## src/rtl/rice_core_pkg.sv

```systemverilog
// rice_core_pkg: shared types and helpers for the rice core pipeline tracker.

// Declares the trace record type inside a module. The seq field uses the
// enclosing scope's COUNTER_WIDTH so the record always matches the counters.
`define RICE_CORE_DEFINE_TYPES(XLEN_W) \
    typedef struct packed { \
        logic [(XLEN_W)-1:0]      pc; \
        logic [COUNTER_WIDTH-1:0] seq; \
    } rice_core_trace_entry_t

package rice_core_pkg;

    // Saturating increment for counters up to 64 bits wide. Callers zero-extend
    // their counter into value and truncate the result back to their width.
    function automatic logic [63:0] rice_core_sat_inc(
        input logic [63:0]  value,
        input logic         inc,
        input int unsigned  width
    );
        logic [63:0] max_v;
        if (width >= 64) begin
            max_v = {64{1'b1}};
        end else begin
            max_v = (64'd1 << width) - 64'd1;
        end
        if (inc && (value != max_v)) begin
            rice_core_sat_inc = value + 64'd1;
        end else begin
            rice_core_sat_inc = value;
        end
    endfunction

endpackage

```

## src/rtl/rice_core_trace_fifo.sv

```systemverilog
// rice_core_trace_fifo: single-clock FIFO with a registered head entry.
// The head register is the first slot, so a push into an empty FIFO is
// visible on the next cycle; the backing array holds the remaining entries.
module rice_core_trace_fifo #(
    parameter int DEPTH = 8,
    parameter int WIDTH = 96
) (
    input  logic             i_clk,
    input  logic             i_rst_n,
    input  logic             push,
    input  logic [WIDTH-1:0] push_data,
    input  logic             pop,
    output logic             full,
    output logic             empty,
    output logic             head_valid,
    output logic [WIDTH-1:0] head_data
);
    localparam int AW = $clog2(DEPTH);
    localparam int CW = AW + 1;

    logic [WIDTH-1:0] mem_r [DEPTH];
    logic [AW-1:0]    wr_ptr_r;
    logic [AW-1:0]    rd_ptr_r;
    logic [CW-1:0]    mem_cnt_r;
    logic             head_valid_r;
    logic [WIDTH-1:0] head_data_r;

    logic pop_s, full_s, push_ok_s, mem_empty_s, direct_s, mem_wr_s, mem_rd_s;

    // Decide where an accepted push lands and whether the head refills from memory.
    always_comb begin
        pop_s       = pop & head_valid_r;
        full_s      = (mem_cnt_r + CW'(head_valid_r)) == CW'(DEPTH);
        push_ok_s   = push & (~full_s | pop_s);
        mem_empty_s = (mem_cnt_r == CW'(0));
        direct_s    = push_ok_s & (~head_valid_r | (pop_s & mem_empty_s));
        mem_wr_s    = push_ok_s & ~direct_s;
        mem_rd_s    = pop_s & ~mem_empty_s;
    end

    // Head register and pointer/occupancy state.
    always_ff @(posedge i_clk or negedge i_rst_n) begin
        if (!i_rst_n) begin
            head_valid_r <= 1'b0;
            head_data_r  <= {WIDTH{1'b0}};
            wr_ptr_r     <= {AW{1'b0}};
            rd_ptr_r     <= {AW{1'b0}};
            mem_cnt_r    <= {CW{1'b0}};
        end else begin
            if (mem_rd_s) begin
                head_data_r  <= mem_r[rd_ptr_r];
                head_valid_r <= 1'b1;
            end else if (direct_s) begin
                head_data_r  <= push_data;
                head_valid_r <= 1'b1;
            end else if (pop_s) begin
                head_valid_r <= 1'b0;
            end
            if (mem_wr_s) begin
                wr_ptr_r <= wr_ptr_r + AW'(1'b1);
            end
            if (mem_rd_s) begin
                rd_ptr_r <= rd_ptr_r + AW'(1'b1);
            end
            mem_cnt_r <= mem_cnt_r + CW'(mem_wr_s) - CW'(mem_rd_s);
        end
    end

    // Backing storage; contents are only read behind a valid occupancy count.
    always_ff @(posedge i_clk) begin
        if (mem_wr_s) begin
            mem_r[wr_ptr_r] <= push_data;
        end
    end

    assign full       = full_s;
    assign empty      = ~head_valid_r;
    assign head_valid = head_valid_r;
    assign head_data  = head_data_r;

endmodule

```

## src/rtl/rice_core_pipeline_tracker.sv

```systemverilog
// rice_core_pipeline_tracker: tracks in-flight fetch requests across flushes,
// streams retired PCs through a buffered trace port and keeps perf counters.
module rice_core_pipeline_tracker
    import rice_core_pkg::*;
#(
    parameter int XLEN            = 64,
    parameter int MAX_OUTSTANDING = 4,
    parameter int TRACE_DEPTH     = 8,
    parameter int COUNTER_WIDTH   = 32
) (
    input  logic                                 i_clk,
    input  logic                                 i_rst_n,
    input  logic                                 i_inst_request_valid,
    input  logic                                 i_inst_request_ack,
    input  logic                                 i_if_valid,
    input  logic                                 i_wb_valid,
    input  logic [XLEN-1:0]                      i_wb_pc,
    input  logic                                 i_flush,
    output logic                                 o_trace_valid,
    input  logic                                 i_trace_ready,
    output logic [XLEN-1:0]                      o_trace_pc,
    output logic [COUNTER_WIDTH-1:0]             o_trace_seq,
    output logic                                 o_trace_overflow,
    output logic [$clog2(MAX_OUTSTANDING+1)-1:0] o_outstanding,
    output logic [$clog2(MAX_OUTSTANDING+1)-1:0] o_stale,
    output logic [COUNTER_WIDTH-1:0]             o_cycle_count,
    output logic [COUNTER_WIDTH-1:0]             o_retire_count,
    output logic [COUNTER_WIDTH-1:0]             o_flush_count,
    output logic [COUNTER_WIDTH-1:0]             o_squash_count,
    output logic                                 o_error
);
    `RICE_CORE_DEFINE_TYPES(XLEN);

    localparam int OW = $clog2(MAX_OUTSTANDING + 1);
    localparam logic [OW-1:0] MAX_OUT_C = OW'(MAX_OUTSTANDING);

    logic [OW-1:0]            outstanding_r, stale_r, outstanding_nxt_s, stale_nxt_s;
    logic [COUNTER_WIDTH-1:0] cycle_r, retire_r, flush_r, squash_r, seq_r;
    logic                     overflow_r, error_r;
    logic                     issue_s, resp_ok_s, at_max_s, issue_ok_s, squash_ev_s;
    logic                     err_ev_s, pop_s, drop_s;
    logic                     fifo_full_s, fifo_empty_s, fifo_valid_s;
    rice_core_trace_entry_t   push_entry_s, head_entry_s;

    // Fetch bookkeeping: a response with nothing in flight is ignored and
    // flagged, and an issue past capacity is flagged and not counted.
    always_comb begin
        issue_s      = i_inst_request_valid & i_inst_request_ack;
        resp_ok_s    = i_if_valid & (outstanding_r != OW'(0));
        at_max_s     = (outstanding_r == MAX_OUT_C);
        issue_ok_s   = issue_s & (~at_max_s | resp_ok_s);
        err_ev_s     = (issue_s & at_max_s & ~resp_ok_s) |
                       (i_if_valid & (outstanding_r == OW'(0)));
        outstanding_nxt_s = outstanding_r + OW'(issue_ok_s) - OW'(resp_ok_s);
        stale_nxt_s  = stale_r;
        squash_ev_s  = 1'b0;
        if (i_flush) begin
            // Everything still in flight before this cycle's issue is now dead.
            stale_nxt_s = outstanding_r - OW'(resp_ok_s);
            squash_ev_s = resp_ok_s;
        end else if (resp_ok_s && (stale_r != OW'(0))) begin
            stale_nxt_s = stale_r - OW'(1'b1);
            squash_ev_s = 1'b1;
        end else begin
            stale_nxt_s = stale_r;
            squash_ev_s = 1'b0;
        end
        pop_s             = i_trace_ready & ~fifo_empty_s;
        drop_s            = i_wb_valid & fifo_full_s & ~pop_s;
        push_entry_s.pc   = i_wb_pc;
        push_entry_s.seq  = seq_r;
    end

    // Tracker state, sticky flags and saturating counters.
    always_ff @(posedge i_clk or negedge i_rst_n) begin
        if (!i_rst_n) begin
            outstanding_r <= {OW{1'b0}};
            stale_r       <= {OW{1'b0}};
            cycle_r       <= {COUNTER_WIDTH{1'b0}};
            retire_r      <= {COUNTER_WIDTH{1'b0}};
            flush_r       <= {COUNTER_WIDTH{1'b0}};
            squash_r      <= {COUNTER_WIDTH{1'b0}};
            seq_r         <= {COUNTER_WIDTH{1'b0}};
            overflow_r    <= 1'b0;
            error_r       <= 1'b0;
        end else begin
            outstanding_r <= outstanding_nxt_s;
            stale_r       <= stale_nxt_s;
            cycle_r       <= COUNTER_WIDTH'(rice_core_sat_inc(64'(cycle_r), 1'b1, COUNTER_WIDTH));
            retire_r      <= COUNTER_WIDTH'(rice_core_sat_inc(64'(retire_r), i_wb_valid, COUNTER_WIDTH));
            flush_r       <= COUNTER_WIDTH'(rice_core_sat_inc(64'(flush_r), i_flush, COUNTER_WIDTH));
            squash_r      <= COUNTER_WIDTH'(rice_core_sat_inc(64'(squash_r), squash_ev_s, COUNTER_WIDTH));
            // Seq advances on every retire, dropped or not, and wraps.
            seq_r         <= seq_r + COUNTER_WIDTH'(i_wb_valid);
            overflow_r    <= overflow_r | drop_s;
            error_r       <= error_r | err_ev_s;
        end
    end

    rice_core_trace_fifo #(
        .DEPTH (TRACE_DEPTH),
        .WIDTH ($bits(rice_core_trace_entry_t))
    ) u_trace_fifo (
        .i_clk      (i_clk),
        .i_rst_n    (i_rst_n),
        .push       (i_wb_valid),
        .push_data  (push_entry_s),
        .pop        (pop_s),
        .full       (fifo_full_s),
        .empty      (fifo_empty_s),
        .head_valid (fifo_valid_s),
        .head_data  (head_entry_s)
    );

    assign o_trace_valid    = fifo_valid_s;
    assign o_trace_pc       = head_entry_s.pc;
    assign o_trace_seq      = head_entry_s.seq;
    assign o_trace_overflow = overflow_r;
    assign o_outstanding    = outstanding_r;
    assign o_stale          = stale_r;
    assign o_cycle_count    = cycle_r;
    assign o_retire_count   = retire_r;
    assign o_flush_count    = flush_r;
    assign o_squash_count   = squash_r;
    assign o_error          = error_r;

endmodule

```

## config.mk

```make
export PLATFORM = sky130hd
export DESIGN_NAME = rice_core_pipeline_tracker
export DESIGN_NICKNAME = d
export VERILOG_FILES = /design/src/rtl/rice_core_pkg.sv /design/src/rtl/rice_core_trace_fifo.sv /design/src/rtl/rice_core_pipeline_tracker.sv
export SDC_FILE = /design/constraint.sdc
export NUM_CORES = 1
export LEC_CHECK = 0
export CAP_MARGIN = 5
export CORE_UTILIZATION = 53
export CTS_CLUSTER_SIZE = 30
export DETAILED_ROUTE_END_ITERATION = 8
export PLACE_DENSITY = 0.76
export SETUP_SLACK_MARGIN = 0.3
export SYNTH_ARGS = -nofsm -noshare
export SYNTH_HDL_FRONTEND = slang
export SYNTH_SLANG_ARGS = --single-unit
```

## constraint.sdc

```tcl
create_clock -name i_clk -period 11.75 [get_ports i_clk]
set_input_delay 2.35 -clock i_clk [delete_from_list [all_inputs] [get_ports i_clk]]
set_output_delay 2.35 -clock i_clk [all_outputs]
set_load 0.05 [all_outputs]
```

## Word level (Yosys, flattened, before mapping)

Memory sizes are Yosys's and may differ from the RTL's.
Cells that the tools add are included.

| word-level totals | value |
|---|---|
| register bits | 275 |
| bits in latches | 0 |
| RAM bits | 768 |
| memory bits (read-only) | 0 |
| bits of input ports | 72 |
| output and inout bits | 233 |
| word-level logic and storage cells | 85 |
| memories | 1 |

| cells by class | value |
|---|---|
| add/sub/neg operators | 14 |
| $mul | 0 |
| div/mod/pow operators | 0 |
| magnitude comparators | 0 |
| equal/unequal tests | 6 |
| shift operators | 0 |
| muxes and demuxes | 11 |
| bitwise logic cells | 28 |
| reduce and logical (&&, ||, !) cells | 11 |

Memory list:

| memory | words | width | read ports | clocked after Yosys merged registers in | wr ports | line | text |
|---|---|---|---|---|---|---|---|
| u_trace_fifo.mem_r | 8 | 96 | 1 | 0 | 1 | rice_core_trace_fifo.sv:21 | `logic [WIDTH-1:0] mem_r [DEPTH];` |

Operators with widths:

| kind | number |
|---|---|
| $mux W96 | 2 |
| $add A32 B1 Y32 const B | 4 |
| $ne A32 B32 Y1 const B | 4 |
| $add A32 B1 Y32 | 1 |
| $and A1 B1 Y1 | 15 |
| $reduce_bool A3 Y1 | 3 |
| $add A4 B1 Y4 | 2 |
| $mux W1 | 7 |
| $not A1 Y1 | 7 |
| $add A3 B1 Y3 const B | 2 |
| $mux W3 | 2 |
| $or A1 B1 Y1 | 6 |
| $sub A3 B1 Y3 | 2 |
| $eq A4 B4 Y1 const B | 1 |
| $logic_and A1 B1 Y1 | 4 |
| $logic_not A4 Y1 | 1 |
| $reduce_bool A2 Y1 | 2 |
| $sub A4 B1 Y4 | 1 |
| $add A3 B1 Y3 | 1 |
| $eq A3 B3 Y1 const B | 1 |
| $logic_not A3 Y1 | 1 |
| $sub A3 B1 Y3 const B | 1 |

## Longest topological paths before layout

Gate-level depths: netlist (run 1).

| logic depth | value |
|---|---|
| depth after elaboration | 10 |
| depth in mapped cells | 14 |
| depth with buffers taken out | 11 |

## Cells and area by module

From an unflattened synthesis (run 1), not the netlist that was laid out.

| unflattened totals | value |
|---|---|
| cell total of the unflattened synthesis | 2157 |
| area total of the unflattened synthesis | 40869.2 µm² |

By module, submodules not included:

| module | times used | cells an instance | area an instance (µm²) | sequential area each (µm²) |
|---|---|---|---|---|
| rice_core_trace_fifo | 1 | 1403 | 32856.5 | 25739.7 |
| rice_core_pipeline_tracker | 1 | 754 | 8012.7 | 4204.0 |

## Worst setup path before layout (run 1)

OpenSTA, ideal clock, no wires.

| timing | value |
|---|---|
| kind | input to register |
| from | input i_trace_ready |
| to | memory u_trace_fifo.mem_r[2][0] (enable) |
| setup time | 0.820 ns |
| data arrival time | 12.796 ns |
| required time | 10.930 ns |
| path slack | -1.865 ns |
| stages | 5 |
| path buffers | 0 |
| cell sequence | nand2_1 o2111a_1 nor2_1 nand2_1 nor4b_1 |

| between the ends | value |
|---|---|
| word-level cells in the longest chain between the ends | 9 |
| elaborated cells between the ends (all ways) | 11 |
| those cells by class | 2 x mux; 9 x bitwise |

Ends and longest elaborated chain:

| element | line | text |
|---|---|---|
| start: declaration | rice_core_pipeline_tracker.sv:20 | `input logic i_trace_ready,` |
| $and A1 B1 Y1 (*) | rice_core_pipeline_tracker.sv:68 | `pop_s = i_trace_ready & ~fifo_empty_s;` |
| $and A1 B1 Y1 (*) | rice_core_trace_fifo.sv:32 | `pop_s = pop & head_valid_r;` |
| $or A1 B1 Y1 or $and A1 B1 Y1 (tied branches) | rice_core_trace_fifo.sv:34, rice_core_trace_fifo.sv:36 |  |
| $and A1 B1 Y1 or $or A1 B1 Y1 (tied branches) | rice_core_trace_fifo.sv:34, rice_core_trace_fifo.sv:36 |  |
| $and A1 B1 Y1 | rice_core_trace_fifo.sv:36 | `direct_s = push_ok_s & (~head_valid_r \| (pop_s & mem_empty_s));` |
| $not A1 Y1 | rice_core_trace_fifo.sv:37 | `mem_wr_s = push_ok_s & ~direct_s;` |
| $and A1 B1 Y1 (*) | rice_core_trace_fifo.sv:37 |  |
| $mux W1 (*) | rice_core_trace_fifo.sv:71 | `if (mem_wr_s) begin` |
| $mux W1 (implied by the code) (*) | rice_core_trace_fifo.sv:72 | `mem_r[wr_ptr_r] <= push_data;` |
| end: declaration | rice_core_trace_fifo.sv:21 |  |

Mark *: on every way between the ends. The rest lies on a longest branch, timed or not.

## Worst setup path after layout (run 1)

| timing | value |
|---|---|
| from | input i_wb_valid |
| to | memory u_trace_fifo.mem_r[6][15] (enable) |

| between the ends | value |
|---|---|
| word-level cells in the longest chain between the ends | 6 |

Ends and longest elaborated chain:

| element | line | text |
|---|---|---|
| start: declaration | rice_core_pipeline_tracker.sv:16 | `input logic i_wb_valid,` |
| $and A1 B1 Y1 (*) | rice_core_trace_fifo.sv:34 | `push_ok_s = push & (~full_s \| pop_s);` |
| $and A1 B1 Y1 | rice_core_trace_fifo.sv:36 |  |
| $not A1 Y1 | rice_core_trace_fifo.sv:37 |  |
| $and A1 B1 Y1 (*) | rice_core_trace_fifo.sv:37 |  |
| $mux W1 (*) | rice_core_trace_fifo.sv:71 |  |
| $mux W1 (implied by the code) (*) | rice_core_trace_fifo.sv:72 |  |

Marked as above.

==> impl_metrics.ini, run 1 <==
[floorplan]
die_h_um = 281
io-pin-count = 305
std_cell_rows = 102
start_util = 0.535
die-area_um2 = 79200
coreArea_um2 = 77300
die_w_um = 281

[sta]
rsz0062_at_grt = false
worst_pin_slew_ps = 1230
fin_tns_setup_ps = 0
timing.slew.headroom = 0.179
finalMaxSlewViolations = 0
setup_viol = 0
finalClockSkew_ps = 35.0
fmax_ghz = 0.188
min_period_ps = 5310
final_hold_viol_count = 0
finalCritPeriodShare = 0.452

[worst_setup_path]
regToRegSetupSlack_ps = 7820
crit_arrival_ps = 5560
crit_path_end_kind = flip-flop
crit_type = primary input to flip-flop
r2r_start = u_trace_fifo.mem_cnt_r[2]$_DFF_PN0_
slowest_delay_ps = 960
critPathTopFamily = buffers and inverters
cpMaxStageDelayCell = buf_4
crit_cells = 7
crit_path_end = u_trace_fifo.mem_r[6][15]$_DFFE_PP_
crit_required_ps = 11990
crit_start = i_wb_valid
timing.rr.end = u_trace_fifo.mem_r[6][15]$_DFFE_PP_
crit_top_cell = buf_4
crit_fanout = 69
critPathBufInv = 4
start_kind = primary input
path_cells = clkdlybuf4s50_1, inv_1, nor2_1, nand3_1, nor3b_2, buf_4, buf_4
reg2reg_depth = 8

[layout]
drive_gt1_frac = 0.145
synthToLayoutAreaGrowth_pct = 18.3
final_cells = 3807
final_nets = 2775

[logic_synthesis]
synth_commonest_cells = 768 x edfxtp_1, 275 x dfrtp_1, 192 x mux4_2
synth-edff-count = 768
syn-cell-area_um2 = 41400
synth_ff_type = edfxtp_1
yosysSeqAreaShare = 0.723
synth_nets = 2446
ys_ff_latch = 1043
synthTopCellsByArea = edfxtp_1 56%, dfrtp_1 17%, mux4_2 10%
syn_inst = 2350
async_flop_share = 0.264
yosysTopAreaCellShare = 0.557
synth.most_common_cell = edfxtp_1
synth_cell_types = 60
ys_warn_count = 0
synth_top_cell_by_area = edfxtp_1
syn_area_per_cell_um2 = 17.6

[worst_hold_path]
hold_class = flip-flop to flip-flop
min_from = o_error$_DFF_PN0_

[grt]
antenna_found_initial = 1
grt_max_degree = 178
grt.total_usage = 0.230
grt.overflow.total = 0
grt_pass1_vias = 23758
grt_pass1_wl_mm = 139

[clock_network]
clk-insertion-delay-late_ps = 660
cts_buffers = 102
clkTransAtPathRegs_ps = 60
cts_tree = built
ctsHoldBuffers = 0
clock_sinks = 1043
cts-htree-levels = 3
cts-root-buf = clkbuf_16
cts_buffer_depth = 3
post-cts-setup-buffers = 0
cts_resized = 0

[drt]
route.detailed.drc = 0
antenna_left = 0
wl_per_cell_um = 23.6
vias_per_cell = 5.97
drt_first_pass_iters = 8
wl_mm = 89.8
drt_iter0_drc = 1973
num_vias = 22746

[flow_run]
drv_cap = 0

[pwr]
pwr_density_cell_nw_per_um2 = 244
ir_worst_vdd_uv = 187
p_leak_uw = 0.0177

[placement]
placedCellCount = 3615
hpwl_mm = 50.8
portBuffers = 304
place.gp.congestion = 0.867

[run_status]
status = finished, final reports clean
[sequential cells by signal, indices dropped and copies added, names as in the netlist]
| signal | count |
|---|---|
| u_trace_fifo.wr_ptr_r | 3 |
| u_trace_fifo.rd_ptr_r | 3 |
| seq_r | 32 |
| o_outstanding | 3 |
| o_trace_overflow | 1 |
| o_stale | 3 |
| u_trace_fifo.mem_cnt_r | 4 |
| u_trace_fifo.head_data | 96 |
| o_flush_count | 32 |
| o_retire_count | 32 |
| u_trace_fifo.mem_r | 768 |
| o_squash_count | 32 |
| u_trace_fifo.head_valid | 1 |
| o_error | 1 |
| o_cycle_count | 32 |
[power breakdown]
group / internal, µW / switching [µW] / leakage [µW] / total (µW)
Sequential: 4640 / 424 / 0.0106 / 5060
Clock: 1870 / 1350 / 0.00164 / 3220
Combinational: 1460 / 2170 / 0.00552 / 3640
[logic make-up (layout without fill, tap and decap cells)]
group | after synthesis | in the layout | synth area share
XOR/XNOR | 158 | 158 | 0.0334
AO/OA/AOI/OAI | 228 | 228 | 0.0351
buffers and inverters | 138 | 554 | 0.0134
AND/OR/NAND/NOR | 463 | 463 | 0.0572
other | 0 | 1 | 0
flip-flops | 1043 | 1043 | 0.723
multiplexers | 296 | 296 | 0.130
adder cells (fa/ha/maj) | 24 | 24 | 0.00762
[worst register-to-register path, stage by stage (launching register included)]
cell,delay (ps)
dfrtp_1,380
inv_1,80
ha_1,210
nor3b_1,160
a21boi_0,530
nand3_1,390
nor3b_2,260
buf_4,470
buf_4,980
[per-stage QoR]
step	worst slack, ps	hold WS (ps)	power (µW)	area [µm²]	util
2_1_floorplan	-1870	525	7670	41400	-
3_3_place_gp	5750	457	8690	45600	0.590
3_5_place_dp	5740	454	8790	45600	0.590
4_1_cts	6400	478	12000	48900	0.633
5_1_grt	6250	494	12400	49000	0.633
6_report	6440	473	11900	49000	0.633
[final cells by class]
class	count	area, µm²
fillers	5294	28400
repair buffers	331	3280
flip-flops and latches	1043	30000
diodes	1	2.50
well taps	1040	1300
clock inverters	45	480
clock buffers	146	2860
inverters	32	125
multi-input cells	1169	11000
[worst min-delay path by stage]
stage | endpoint | slack, ps | cells after the start
2_1_floorplan | u_trace_fifo.wr_ptr_r[2]$_DFFE_PN0P_ | 520 | 1
3_3_place_gp | o_error$_DFF_PN0_ | 460 | 1
3_5_place_dp | o_trace_overflow$_DFF_PN0_ | 450 | 1
4_1_cts | o_error$_DFF_PN0_ | 480 | 1
5_1_grt | o_error$_DFF_PN0_ | 490 | 1
6_report | o_error$_DFF_PN0_ | 470 | 1
[cell usage in the layout, fill, tap and decap left out, types with 3 or more instances in the layout]
| cell | count |
|---|---|
| buf_4 | 25 |
| nand2b_1 | 4 |
| dfrtp_4 | 3 |
| o21ai_0 | 6 |
| nor3_2 | 3 |
| mux2_2 | 6 |
| nand4_1 | 59 |
| a22oi_1 | 93 |
| clkinv_1 | 11 |
| ha_1 | 22 |
| and2_1 | 6 |
| dfrtp_1 | 272 |
| a211oi_1 | 3 |
| nand3_1 | 58 |
| inv_6 | 3 |
| nor3b_1 | 3 |
| nor2_1 | 45 |
| inv_1 | 31 |
| clkbuf_8 | 10 |
| edfxtp_1 | 768 |
| and4_1 | 21 |
| nor4_1 | 10 |
| and3_1 | 30 |
| clkdlybuf4s50_1 | 303 |
| a31oi_1 | 7 |
| nor2b_1 | 3 |
| xnor2_1 | 105 |
| clkinv_2 | 18 |
| clkbuf_16 | 104 |
| mux2i_1 | 97 |
| a21oi_1 | 102 |
| bufinv_16 | 8 |
| clkbuf_1 | 32 |
| mux4_2 | 192 |
| xor2_1 | 53 |
| nor3_1 | 25 |
| nand2_1 | 172 |
[layer usage]
metal,vias to the layer above,share of wire,global-route usage
met5,-,0,0
met4,0,0.024,0.0707
met3,139,0.067,0.0375
met2,856,0.51,0.388
met1,11831,0.40,0.309
li1,9920,-,-
Note: power is estimated with default switching activity, not from simulation.
==> run 2, diff against run 1 <==
Settings changed: CORE_UTILIZATION 53 to 58, PLACE_DENSITY 0.76 to 0.79.
Clock period 11.75 ns to 5.25 ns, I/O delays scaled along.
==> impl_metrics.ini, run 2 (synthesized netlist as in run 1, its figures left out) <==
[clock_network]
clk-insertion-delay-late_ps = 670
post-cts-setup-buffers = 0
cts-htree-levels = 3
cts_buffer_depth = 3
cts_tree = built
cts_buffers = 99
cts-root-buf = clkbuf_16
clkTransAtPathRegs_ps = 60
ctsHoldBuffers = 0
clock_sinks = 1043
cts_resized = 0

[grt]
grt_max_degree = 135
met3_usage = 0.0372
grt.total_usage = 0.258
grt_use_met2 = 0.429
use_met1 = 0.352
grt_pass1_vias = 24087
grt_busiest_layer = met2
grt_pass1_wl_mm = 143
antenna_found_initial = 5
grt.overflow.total = 0

[placement]
hpwl_mm = 51.3
placedCellCount = 3522
place.gp.congestion = 0.869
portBuffers = 304
pre_cts_ws_ps = 1040

[layout]
final_common_cell = edfxtp_1
final_cell_mix = 768 x edfxtp_1, 303 x clkdlybuf4s50_1, 271 x dfrtp_1
final_nets = 2779
largest_reg_flops = 768
top_register = u_trace_fifo.mem_r
drive_gt1_frac = 0.148
final_cells = 3713
synthToLayoutAreaGrowth_pct = 18.3
n_fill_cell = 4227

[sta]
rsz0062_at_grt = false
final_hold_viol_count = 0
finalCritPeriodShare = 0.673
setup_viol = 0
timing.slew.headroom = 0.186
fmax_ghz = 0.283
finalMaxSlewViolations = 0
min_period_ps = 3530
setup_slack_ps = 1720
finalClockSkew_ps = 28.2
worst_pin_slew_ps = 1220

[drt]
route.detailed.drc = 0
wl_per_cell_um = 25.0
num_vias = 23192
drt_first_pass_iters = 6
antenna_left = 0
drt_iter0_drc = 2270
vias_per_cell = 6.25
wl_mm = 92.9

[worst_setup_path]
start_kind = primary input
reg2reg_depth = 8
crit_required_ps = 5600
timing.rr.end = u_trace_fifo.mem_r[2][52]$_DFFE_PP_
crit_start = i_wb_valid
regToRegSetupSlack_ps = 1970
crit_fanout = 12
r2r_start = u_trace_fifo.head_valid$_DFFE_PN0P_
crit_arrival_ps = 3880
crit_type = primary input to flip-flop
crit_path_end_kind = flip-flop

[pwr]
pwr_density_cell_nw_per_um2 = 545
p_leak_uw = 0.0177
ir_worst_vdd_uv = 353

[floorplan]
start_util = 0.589
die_h_um = 269
io-pin-count = 305
die-area_um2 = 72400
coreArea_um2 = 70300
std_cell_rows = 97
die_w_um = 269

[run_status]
status = finished, final reports clean

[worst_hold_path]
hold_class = primary input to asynchronous set/reset pin

[flow_run]
drv_cap = 0
==> run 2: worst max-delay path: stages <==
cell,delay (ps)
clkdlybuf4s50_1,880
inv_2,150
nor2_4,180
nand2_4,130
nor4b_4,1080
buf_4,380
==> run 2: power breakdown <==
group	internal (µW)	switching, µW
sequential	10400	1090
combinational	3360	4850
clock	3910	3070
total	17600	9020
==> run 2: through the flow <==
step	utilization	power [µW]	hold WS [ps]	setup TNS, ps	instance area (µm²)
after floorplan	-	17000	553	-49310	41500
after global placement	0.652	19500	456	0	45800
after detailed placement	0.652	19800	472	0	45800
after CTS	0.697	26800	454	0	49000
after global routing	0.697	27700	497	0	49000
final	0.697	26700	440	0	49000
==> run 2: worst max-delay path by stage <==
stage	cells after the start	endpoint
4_1_cts	6	u_trace_fifo.mem_r[2][64]$_DFFE_PP_
5_1_grt	6	u_trace_fifo.mem_r[2][52]$_DFFE_PP_
3_3_place_gp	6	u_trace_fifo.mem_r[2][63]$_DFFE_PP_
2_1_floorplan	5	u_trace_fifo.mem_r[3][0]$_DFFE_PP_
6_report	6	u_trace_fifo.mem_r[2][52]$_DFFE_PP_
3_5_place_dp	6	u_trace_fifo.mem_r[2][58]$_DFFE_PP_
==> run 2: per-layer routing <==
layer	wire length (µm)	vias up
li1	-	9915
met3	6040	178
met1	37000	12029
met5	0	-
met2	47200	1070
met4	2610	0
==> run 2: area by class of cell <==
class	instances	area, µm²	area share
multi-input combinational	1169	11000	0.225
sequential	1043	30000	0.612
antenna	5	12.5	0.000256
tap	940	1180	0.0240
clock inverter	60	574	0.0117
clock buffer	126	2590	0.0529
timing repair buffer	338	3500	0.0715
inverter	32	125	0.00256
==> run 3, diff against run 2 <==
Settings changed: CORE_UTILIZATION 58 to 53, PLACE_DENSITY 0.79 to 0.76.
Clock period 5.25 ns to 2.9 ns, I/O delays scaled along.
==> impl_metrics.ini, run 3 (synthesized netlist as in run 1, its figures left out) <==
[sta]
min_period_ps = 2550
finalMaxSlewViolations = 0
setup_slack_ps = 352
fmax_ghz = 0.392
fin_tns_setup_ps = 0
rsz0062_at_grt = true
finalClockSkew_ps = 29.1
setup_viol = 0
finalCritPeriodShare = 0.879
fin_hold_ws_ps = 427
timing.slew.headroom = 0.417
final_hold_viol_count = 0
worst_pin_slew_ps = 866

[placement]
pre_cts_ws_ps = 21.6
portBuffers = 304
place.gp.congestion = 0.860
dpl_cell_area_um2 = 46700
hpwl_mm = 55.1

[floorplan]
die_w_um = 281
io-pin-count = 305
die_h_um = 281
start_util = 0.535
die-area_um2 = 79200
std_cell_rows = 102
coreArea_um2 = 77300

[grt]
antenna_found_initial = 5
grt_max_degree = 189
grt_pass1_vias = 24123
grt_pass1_wl_mm = 144
grt.overflow.total = 0
grt.total_usage = 0.241

[clock_network]
cts-htree-levels = 3
clock_sinks = 1043
clk-insertion-delay-late_ps = 670
cts_tree = built
cts_buffers = 103
cts-root-buf = clkbuf_16
cts_buffer_depth = 3
clkTransAtPathRegs_ps = 60

[flow_run]
drv_cap = 0

[worst_setup_path]
crit_path_end_kind = output pin
crit_required_ps = 2320
path_cells = clkdlybuf4s50_1
crit_arrival_ps = 1970
crit_start = o_flush_count[8]$_DFFE_PN0P_
start_kind = flip-flop
crit_fanout = 6
slowest_delay_ps = 850
crit_type = flip-flop to output pin
r2r_start = u_trace_fifo.mem_cnt_r[1]$_DFF_PN0_
cpMaxStageDelayCell = clkdlybuf4s50_1
critPathBufInv = 1
critPathTopFamily = buffers and inverters

[pwr]
ir_worst_vdd_uv = 954
p_leak_uw = 0.0187
pwr_density_cell_nw_per_um2 = 989

[layout]
drive_gt1_frac = 0.177
synthToLayoutAreaGrowth_pct = 21.9
final_common_cell = edfxtp_1
final_core_util = 0.653
n_fill_cell = 5117
largest_reg_flops = 768
top_register = u_trace_fifo.mem_r
final_cell_mix = 768 x edfxtp_1, 279 x clkdlybuf4s50_1, 265 x dfrtp_1
multi_input_area_um2 = 11100
final_nets = 2853
fin_area_um2 = 50500
final-seq-area_um2 = 30000

[drt]
num_vias = 23351
antenna_left = 0
drt_iter0_drc = 1953
drt_first_pass_iters = 7
wl_mm = 95.5
route.detailed.drc = 0
vias_per_cell = 6.00
wl_per_cell_um = 24.6

[worst_hold_path]
hold_class = primary input to asynchronous set/reset pin

[run_status]
status = finished, final reports clean
run 3: changes by cell type in the layout (fill, tap and decap cells not counted), sizes merged, moves of 2 or more:
cell | previous run | this run
buf | 35 | 102
clkdlybuf4s50 | 303 | 279
clkbuf | 126 | 144
dlymetal6s2s | 0 | 18
dlygate4sd2 | 0 | 6
clkinv | 41 | 36
inv | 37 | 35
run 3: path summary, 6_finish.rpt:
check,endpoint,slack (ps),cells after the start
worst min register to register,o_trace_overflow$_DFF_PN0_,470,1
worst max-delay path,o_flush_count[8],350,1
min in group i_clk,o_trace_overflow$_DFF_PN0_,470,1
worst max register to register,u_trace_fifo.mem_cnt_r[1]$_DFF_PN0_,360,11
max in group asynchronous,o_flush_count[13]$_DFFE_PN0P_,1590,4
worst min-delay path,u_trace_fifo.head_data[59]$_DFFE_PN0P_,430,2
run 3: what timing repair did:
item	in CTS	in global routing
buffers inserted	5	6
endpoints found under the setup margin	283	531
hold buffers	1	0
cloned	2	3
pin swaps	3	4
hold endpoints to repair	27	0
resized for setup	10	36
run 3: layout make-up:
type / count / share of cell area
timing repair buffer: 408 / 0.0898
sequential: 1043 / 0.594
multi-input combinational: 1169 / 0.219
clock inverter: 53 / 0.0109
clock buffer: 142 / 0.0578
inverter: 32 / 0.00248
antenna: 4 / 0.000198
tap: 1040 / 0.0258
run 3: power breakdown:
group	switching [µW]	total, µW	internal, µW
Sequential	1570	20300	18800
Clock	5610	13500	7850
Combinational	9450	16100	6650
Total	16600	49900	33300
run 3: layer usage:
layer  wire length [µm]  track usage  vias to the layer above
li1                   -            -                    10078
met1              38400        0.325                    12213
met2              48900        0.410                      900
met3               6050       0.0374                      158
met4               2180       0.0691                        2
met5                 14            0                        -
run 3: through the flow:
step	power [µW]	cells
2_1_floorplan	30900	2350
3_3_place_gp	36000	3675
3_5_place_dp	36500	3675
4_1_cts	50200	3878
5_1_grt	51800	3891
6_report	49900	3891
run 3: worst register-to-register path: stages, from the launching register on:
cell and delay (ps):
dfrtp_2 450, ha_2 200, and3b_1 180, o2111a_2 270, nor2_4 160, nand2_4 130, buf_4 180, inv_1 80
ha_2 190, inv_1 60, fa_2 520, inv_1 40
